--- src/rtl/fir_pkg.sv ---
// Constants shared by the FIR filter and its downstream stages.
package fir_pkg;
  localparam int unsigned FIR_WIDTH = 16;
  localparam int unsigned FIR_TAPS  = 20;
endpackage

--- src/rtl/sync_fifo.sv ---
// Synchronous FIFO with a registered head: a push into an empty FIFO is visible one edge later.
module sync_fifo #(
  parameter int unsigned WIDTH = 16,
  parameter int unsigned DEPTH = 8
) (
  input  logic                     clk,
  input  logic                     rst,
  input  logic                     push_i,
  input  logic                     pop_i,
  input  logic [WIDTH-1:0]         din_i,
  output logic [WIDTH-1:0]         head_o,
  output logic                     valid_o,
  output logic                     full_o,
  output logic [$clog2(DEPTH):0]   level_o
);
  localparam int unsigned AW = $clog2(DEPTH);
  localparam int unsigned LW = AW + 1;

  logic [WIDTH-1:0] mem_q [DEPTH];
  logic [AW-1:0]    wr_q, wr_d, rd_q, rd_d;
  logic [LW-1:0]    count_q, count_d;
  logic [WIDTH-1:0] head_q, head_d;
  logic             valid_q, valid_d;
  logic             empty, do_push, do_pop;

  assign full_o  = (count_q == LW'(DEPTH));
  assign empty   = (count_q == '0);
  assign do_pop  = pop_i & ~empty;
  // A pop frees the slot this cycle, so push is allowed even when full.
  assign do_push = push_i & (~full_o | do_pop);

  always_comb begin
    count_d = count_q + LW'(do_push) - LW'(do_pop);
    rd_d    = rd_q + AW'(do_pop);
    wr_d    = wr_q + AW'(do_push);
    valid_d = (count_d != '0);
    head_d  = head_q;
    // The incoming word becomes head only when nothing older remains after the pop.
    if (do_push && ((count_q - LW'(do_pop)) == '0))
      head_d = din_i;
    else if (count_d != '0)
      head_d = mem_q[rd_d];
  end

  always_ff @(posedge clk or posedge rst) begin
    if (rst) begin
      wr_q    <= '0;
      rd_q    <= '0;
      count_q <= '0;
      head_q  <= '0;
      valid_q <= 1'b0;
    end else begin
      wr_q    <= wr_d;
      rd_q    <= rd_d;
      count_q <= count_d;
      head_q  <= head_d;
      valid_q <= valid_d;
    end
  end

  always_ff @(posedge clk) begin
    if (do_push) mem_q[wr_q] <= din_i;
  end

  assign head_o  = head_q;
  assign valid_o = valid_q;
  assign level_o = count_q;
endmodule

--- src/rtl/fir_decim_buffer.sv ---
// Drops the FIR warm-up transient, decimates by DECIM and queues kept samples for a ready/valid sink.
module fir_decim_buffer
  import fir_pkg::*;
#(
  parameter int unsigned WIDTH  = FIR_WIDTH,
  parameter int unsigned DECIM  = 2,
  parameter int unsigned WARMUP = FIR_TAPS,
  parameter int unsigned DEPTH  = 8
) (
  input  logic                   clk,
  input  logic                   rst,
  input  logic [WIDTH-1:0]       in_sample,
  input  logic                   in_en,
  output logic [WIDTH-1:0]       out_data,
  output logic                   out_valid,
  input  logic                   out_ready,
  output logic [$clog2(DEPTH):0] level,
  output logic                   overflow,
  input  logic                   clear_ovf
);
  localparam int unsigned WW = $clog2(WARMUP + 1);
  localparam int unsigned PW = $clog2(DECIM + 1);

  logic [WW-1:0] warm_q, warm_d;
  logic [PW-1:0] phase_q, phase_d;
  logic          ovf_q, ovf_d;
  logic          warm_done, kept, pop, full;

  assign warm_done = (warm_q == WW'(WARMUP));
  assign kept      = in_en & warm_done & (phase_q == '0);
  assign pop       = out_valid & out_ready;

  always_comb begin
    warm_d  = warm_q;
    phase_d = phase_q;
    ovf_d   = ovf_q;
    if (in_en && !warm_done)
      warm_d = warm_q + WW'(1);
    if (in_en && warm_done)
      phase_d = (phase_q == PW'(DECIM - 1)) ? '0 : phase_q + PW'(1);
    // A drop in the same cycle overrides a clear request.
    if (kept && full && !pop)
      ovf_d = 1'b1;
    else if (clear_ovf)
      ovf_d = 1'b0;
  end

  always_ff @(posedge clk or posedge rst) begin
    if (rst) begin
      warm_q  <= '0;
      phase_q <= '0;
      ovf_q   <= 1'b0;
    end else begin
      warm_q  <= warm_d;
      phase_q <= phase_d;
      ovf_q   <= ovf_d;
    end
  end

  sync_fifo #(.WIDTH(WIDTH), .DEPTH(DEPTH)) u_fifo (
    .clk     (clk),
    .rst     (rst),
    .push_i  (kept),
    .pop_i   (pop),
    .din_i   (in_sample),
    .head_o  (out_data),
    .valid_o (out_valid),
    .full_o  (full),
    .level_o (level)
  );

  assign overflow = ovf_q;
endmodule

--- config.mk ---
export PLATFORM = sky130hd
export DESIGN_NAME = fir_decim_buffer
export DESIGN_NICKNAME = d
export VERILOG_FILES = /design/src/rtl/fir_pkg.sv /design/src/rtl/sync_fifo.sv /design/src/rtl/fir_decim_buffer.sv
export SDC_FILE = /design/constraint.sdc
export NUM_CORES = 1
export LEC_CHECK = 0
export CAP_MARGIN = 20
export CORE_MARGIN = 5
export CORE_UTILIZATION = 53
export CTS_CLUSTER_DIAMETER = 40
export DETAILED_ROUTE_END_ITERATION = 7
export PLACE_DENSITY = 0.77
export REMOVE_ABC_BUFFERS = 1
export SETUP_SLACK_MARGIN = 0.02
export SYNTH_ARGS = -nofsm -noshare
export SYNTH_HDL_FRONTEND = slang
export SYNTH_HIERARCHICAL = 1
export SYNTH_SLANG_ARGS = --single-unit
--- constraint.sdc ---
create_clock -name clk -period 3.5 [get_ports clk]
set_clock_uncertainty 0.05 [all_clocks]
set_input_delay 0.35 -clock clk [delete_from_list [all_inputs] [get_ports clk]]
set_output_delay 0.35 -clock clk [all_outputs]
set_load 0.02 [all_outputs]
-- Yosys cells after proc, flatten, opt, wreduce, memory -nomap -nowiden
Memories as Yosys holds them, arrays and structs flattened.
Cells that the tools add are included.
- add/subtract/negate cells: 7
- multipliers: 0
- div/mod/pow operators: 0
- $lt $le $gt $ge: 0
- equal/unequal tests: 3
- shifts and indexed selects: 0
- multiplexer cells: 7
- bitwise gates (word level): 8
- reductions and logical operators: 13
- operator list (kind ; count):
    16-bit two-way mux ; 2
    4-bit logical NOT ; 2
    4-bit by 1-bit subtractor with 4-bit output ; 2
    3-bit by 1-bit adder with 3-bit output ; 2
    5-bit by 1-bit adder with 5-bit output, second input constant ; 1
    1-bit AND ; 5
    5-bit equality test, second input constant ; 1
    1-bit logical AND ; 5
    4-bit by 1-bit adder with 4-bit output ; 1
    4-bit equality test, second input constant ; 1
    1-bit two-way mux ; 4
    2-bit nonzero test ; 2
    4-bit nonzero test ; 1
    2-bit by 1-bit adder with 2-bit output, second input constant ; 1
    2-bit by 1-bit equality test with 1-bit output, second input constant ; 1
    1-bit logical NOT ; 2
    2-bit logical NOT ; 1
    2-bit two-way mux ; 1
    1-bit inverter ; 2
    1-bit OR ; 1
- register bits: 35
- latch bits: 0
- memory bits (writable): 128
- memory bits (read-only): 0
- input bits: 21
- memories kept: 1
- memory list (name ; words ; width ; read ports ; clocked after memory_dff ; wr ports ; RTL line ; text):
    u_fifo.mem_q ; 8 ; 16 ; 1 ; 0 ; 1 ; sync_fifo.sv:19 ; logic [WIDTH-1:0] mem_q [DEPTH];

-- Logic depth before layout (Yosys ltp)
- depth after elaboration: 10
- depth in mapped cells: 15

-- Cells and area by module
The synthesis kept the hierarchy.
- modules (own cells, without submodules) (module ; instances ; cells an instance ; area each (sq um) ; sequential area each (sq um)):
    sync_fifo ; 1 ; 326 ; 6299.8 ; 4519.3
    fir_decim_buffer ; 1 ; 35 ; 405.4 ; 200.2

-- Worst setup path after synthesis
OpenSTA, ideal clock, no wires.
- path type: register to register
- start: register warm_q[0]
- end: memory u_fifo.mem_q[0][0], enable pin
- library setup time: 0.430 ns
- arrival: 2.808 ns
- data required time: 3.020 ns
- setup slack: 0.212 ns
- cell stages (with the launch flop): 7
- buffers on the path: 0
- path through: dfrtp_1 inv_1 ha_1 nand3b_4 nor4_4 o21ai_4 nor4_1
- longest elaborated chain between the ends: 6
- ends and longest elaborated chain (item ; RTL line ; text):
    from (decl) ; fir_decim_buffer.sv:24 ; logic [WW-1:0] warm_q, warm_d;
    from (signal assigned) ; fir_decim_buffer.sv:54 ; warm_q <= warm_d;
    5-bit equality test ; fir_decim_buffer.sv:29 ; assign warm_done = (warm_q == WW'(WARMUP));
    1-bit AND (2 in a row) ; fir_decim_buffer.sv:30 ; assign kept = in_en & warm_done & (phase_q == '0);
    net kept ; fir_decim_buffer.sv:27 ; logic warm_done, kept, pop, full;
    1-bit AND ; sync_fifo.sv:30 ; assign do_push = push_i & (~full_o | do_pop);
    1-bit two-way mux ; sync_fifo.sv:62 ; if (do_push) mem_q[wr_q] <= din_i;
    1-bit two-way mux (not written as such) ; sync_fifo.sv:62 ;
    to (decl) ; sync_fifo.sv:19 ;
The timed path passes the listed nets, and every way through them passes these cells.

-- Final worst setup path
- start: register u_fifo.count_q[2] (netlist: u_fifo/level_o[2])
- end: register u_fifo.head_q[7] (netlist: u_fifo/head_o[7])
- longest elaborated chain between the ends: 9
- ends and longest elaborated chain (item ; RTL line ; text):
    from (decl) ; sync_fifo.sv:21 ; logic [LW-1:0] count_q, count_d;
    from (signal assigned) ; sync_fifo.sv:55 ; count_q <= count_d;
    4-bit logical NOT ; sync_fifo.sv:27 ; assign empty = (count_q == '0);
    1-bit inverter ; sync_fifo.sv:28 ; assign do_pop = pop_i & ~empty;
    1-bit AND ; sync_fifo.sv:28 ;
    1-bit OR ; sync_fifo.sv:30 ;
    1-bit AND ; sync_fifo.sv:30 ;
    4-bit by 1-bit adder with 4-bit output ; sync_fifo.sv:33 ; count_d = count_q + LW'(do_push) - LW'(do_pop);
    4-bit by 1-bit subtractor with 4-bit output * ; sync_fifo.sv:33 ;
    net u_fifo.count_d[2] ; sync_fifo.sv:21 ;
    4-bit nonzero test * ; sync_fifo.sv:41 ; else if (count_d != '0)
    2-bit nonzero test (no line) * ; n/a ;
    to (signal assigned) ; sync_fifo.sv:50 ; head_q <= '0;
    to (signal assigned) ; sync_fifo.sv:56 ; head_q <= head_d;
    to (decl) ; sync_fifo.sv:22 ; logic [WIDTH-1:0] head_q, head_d;
Mark *: on every way through the listed nets, which the timed path passes. The rest lies on a longest branch. The select of a mux whose other input is x is not followed.
A chain may end at the register's enable or synchronous reset.

==> flow_summary.yaml <==
outcome:
  status: "finished clean"
logic_synthesis:
  ys_seq_area_share_pct: 70.4
  yosysWarnings: 6
  async_reset_ff_share_pct: 21.5
  yosysTopAreaCellShare_pct: 57.3
  synth.most_common_cell: "edfxtp_1"
  synth-simple-area-share_pct: 5.45
  avgSynthCellArea_um2: 18.6
  synth_xor_area_share_pct: 1.16
  synth-compound-area-share_pct: 4.33
  synth_commonest_cells: "edfxtp_1 (128), nor2_1 (36), dfrtp_1 (35)"
  synth-edff-count: 128
  synthAdderAreaFrac_pct: 2.91
  yosysTopAreaCell: "edfxtp_1"
  synthMuxAreaShare_pct: 13.5
  yosys-top-cells-area: "edfxtp_1 (57%), dfrtp_1 (13%), mux4_2 (11%), ha_1 (2.6%), mux2i_1 (2.4%)"
  synthDistinctLibCells: 43
  synth-main-ff-cell: "edfxtp_1"
  synth-seq-cells: 163
  synth_top_family_by_area: "multiplexers"
  synthesis.area_um2: 6710
  netlist_instances: 361
floorplanning:
  core_area_um2: 12500
  initial_core_util_pct: 53.6
  die-area_um2: 15000
  num_rows: 41
  die_y_um: 122
  die_width_um: 122
  ios: 43
global_routing:
  grt_pass1_vias: 3838
  grt_pass1_wl_mm: 21.2
  grt_antenna_before_repair: 0
  grt_max_degree: 34
  grt_usage_pct: 19.6
  grt_overflow_total: 0
route:
  drtIter0Drc: 271
  drc: 0
  routedWlPerCell_um: 21.5
  vias: 3541
  viasPerCell: 5.67
  drtPass1Iterations: 4
  postRouteAntennaNets: 0
  wl_mm: 13.4
setup_path:
  required_ns: 3.77
  crit_type: "flop to flop"
  cp-start-kind: "flop"
  cp-end-kind: "flop"
  path_max_fanout: 8
  startpoint: "u_fifo/level_o[2]"
  r2r-start: "u_fifo/level_o[2]"
  cp.arrival_ns: 3.52
clocking:
  cts_tree: "done"
  cts.sinks: 163
  cts_resized: 0
  cts_root_buf: "clkbuf_16"
  post-cts-setup-buffers: 0
  cts.clk_slew.worst_paths_ns: 0.06
  ctsHoldBuffers: 0
  cts_max_level: 4
  clock_latency_ns: 0.42
  cts_buffers: 17
  cts_buffer_depth: 2
sta:
  tightest_slew_ns: 0.629
  hold_violations: 0
  max_freq_ghz: 0.307
  tns_ns: 0
  relSlewSlack_pct: 57.8
  setup_viol: 0
  period_needed_ns: 3.25
  drv_slew: 0
  rsz0062_at_grt: "false"
  setup_ws_ns: 0.247
  period_share_pct: 93.0
cells_and_area:
  drive_above_1_share_pct: 26.5
  syn2layout_area_growth_pct: 21.0
  antenna_cells: 0
  finish.utilization_pct: 64.8
  nets: 475
power_and_ir_drop:
  power_density_nw_per_um2: 880
  total_power_uw: 7140
  p_leak_uw: 0.00295
  ir_drop_mv: 0.511
placed_design:
  dp.final_hpwl_mm: 8.54
  portBuffers: 42
  place_ws_ns: 0.0924
  place_congestion: 0.791
flow_run:
  maxCapViolCount: 0
hold_path:
  min_path_type: "input pin to asynchronous set/reset pin"
[placed cells by master, fill, tap and decap left out, types with 2 or more instances in the layout]
cell type	netlist	final
a21oi_1	4	4
a221oi_1	6	4
a221oi_2	10	12
buf_4	5	29
bufinv_16	0	2
clkbuf_1	0	2
clkbuf_16	0	17
clkdlybuf4s50_1	0	42
clkinv_2	0	2
clkinv_4	0	4
clkinvlp_4	0	2
dfrtp_1	35	35
edfxtp_1	128	128
ha_1	14	13
inv_1	18	18
mux2i_1	16	16
mux4_2	32	32
nand2_1	7	7
nand2b_1	3	3
nand3_1	4	4
nor2_1	36	36
nor3_2	0	4
xnor2_1	3	3
xor2_1	4	4
[power breakdown]
group	switching [µW]	total, µW	internal [µW]	leakage (µW)
sequential	184	2500	2320	0.00157
combinational	1360	2830	1470	0.00110
clock	734	1800	1070	0.000278
[metrics by stage]
stage          hold WS, ns  std cells  instance area [µm²]
5_1_grt              0.203        624                 8110
4_1_cts              0.160        624                 8100
3_3_place_gp         0.433        592                 7520
3_5_place_dp         0.456        592                 7520
2_1_floorplan        0.116        348                 6620
6_report             0.176        624                 8110
[layer usage]
metal | track usage (%) | part of all wire (%)
met2 | 33.5 | 53
met1 | 24.2 | 40
met5 | 0 | 0
met4 | 7.98 | 1.8
met3 | 4.65 | 5.3
[cell families (layout without fill, tap and decap cells)]
logic type	Yosys count	after routing
compound gates	27	27
xor+xnor	8	8
fa+ha+maj	15	15
buf+inv	31	122
flops	163	163
mux	50	50
simple gates	67	67
[area by class of cell]
| cell class | count | area (µm²) |
|---|---|---|
| repair buffers | 72 | 658 |
| well taps | 172 | 215 |
| multi-input cells | 167 | 1870 |
| flip-flops and latches | 163 | 4720 |
| clock buffers | 20 | 447 |
| fillers | 891 | 4400 |
| inverters | 18 | 67.6 |
| clock inverters | 12 | 133 |
[registers in the layout, summed over array words and instances (netlist names)]
name            flops
phase_q             2
overflow            1
u_fifo/level_o      4
u_fifo/head_o      16
u_fifo/valid_o      1
u_fifo/mem_q      128
u_fifo/wr_q         3
u_fifo/rd_q         3
warm_q              5
[path summary, 6_finish.rpt]
check / slack [ns] / depth (start not counted) / endpoint
hold reg to reg: 0.48 / 1 / warm_q[0]
hold / removal: 0.18 / 2 / overflow
setup reg to reg: 0.25 / 15 / u_fifo/head_o[7]
max in group asynchronous: 2.82 / 3 / u_fifo/wr_q[1]
min in group clk: 0.48 / 1 / warm_q[0]
setup / recovery: 0.25 / 15 / u_fifo/head_o[7]
[critical path, stage by stage, from the launching register on]
cell      delay, ns
dfrtp_1        0.41
inv_1          0.13
ha_1           0.24
nand3_1        0.08
nand2_1        0.07
or2_2          0.31
nand2_1        0.07
ha_1           0.16
inv_1          0.05
fa_1           0.38
xor2_1         0.20
nor4b_1        0.22
mux2_2         0.25
nor2_4         0.05
buf_4          0.17
a221oi_1       0.29
Power figures use the tool's default switching activity.
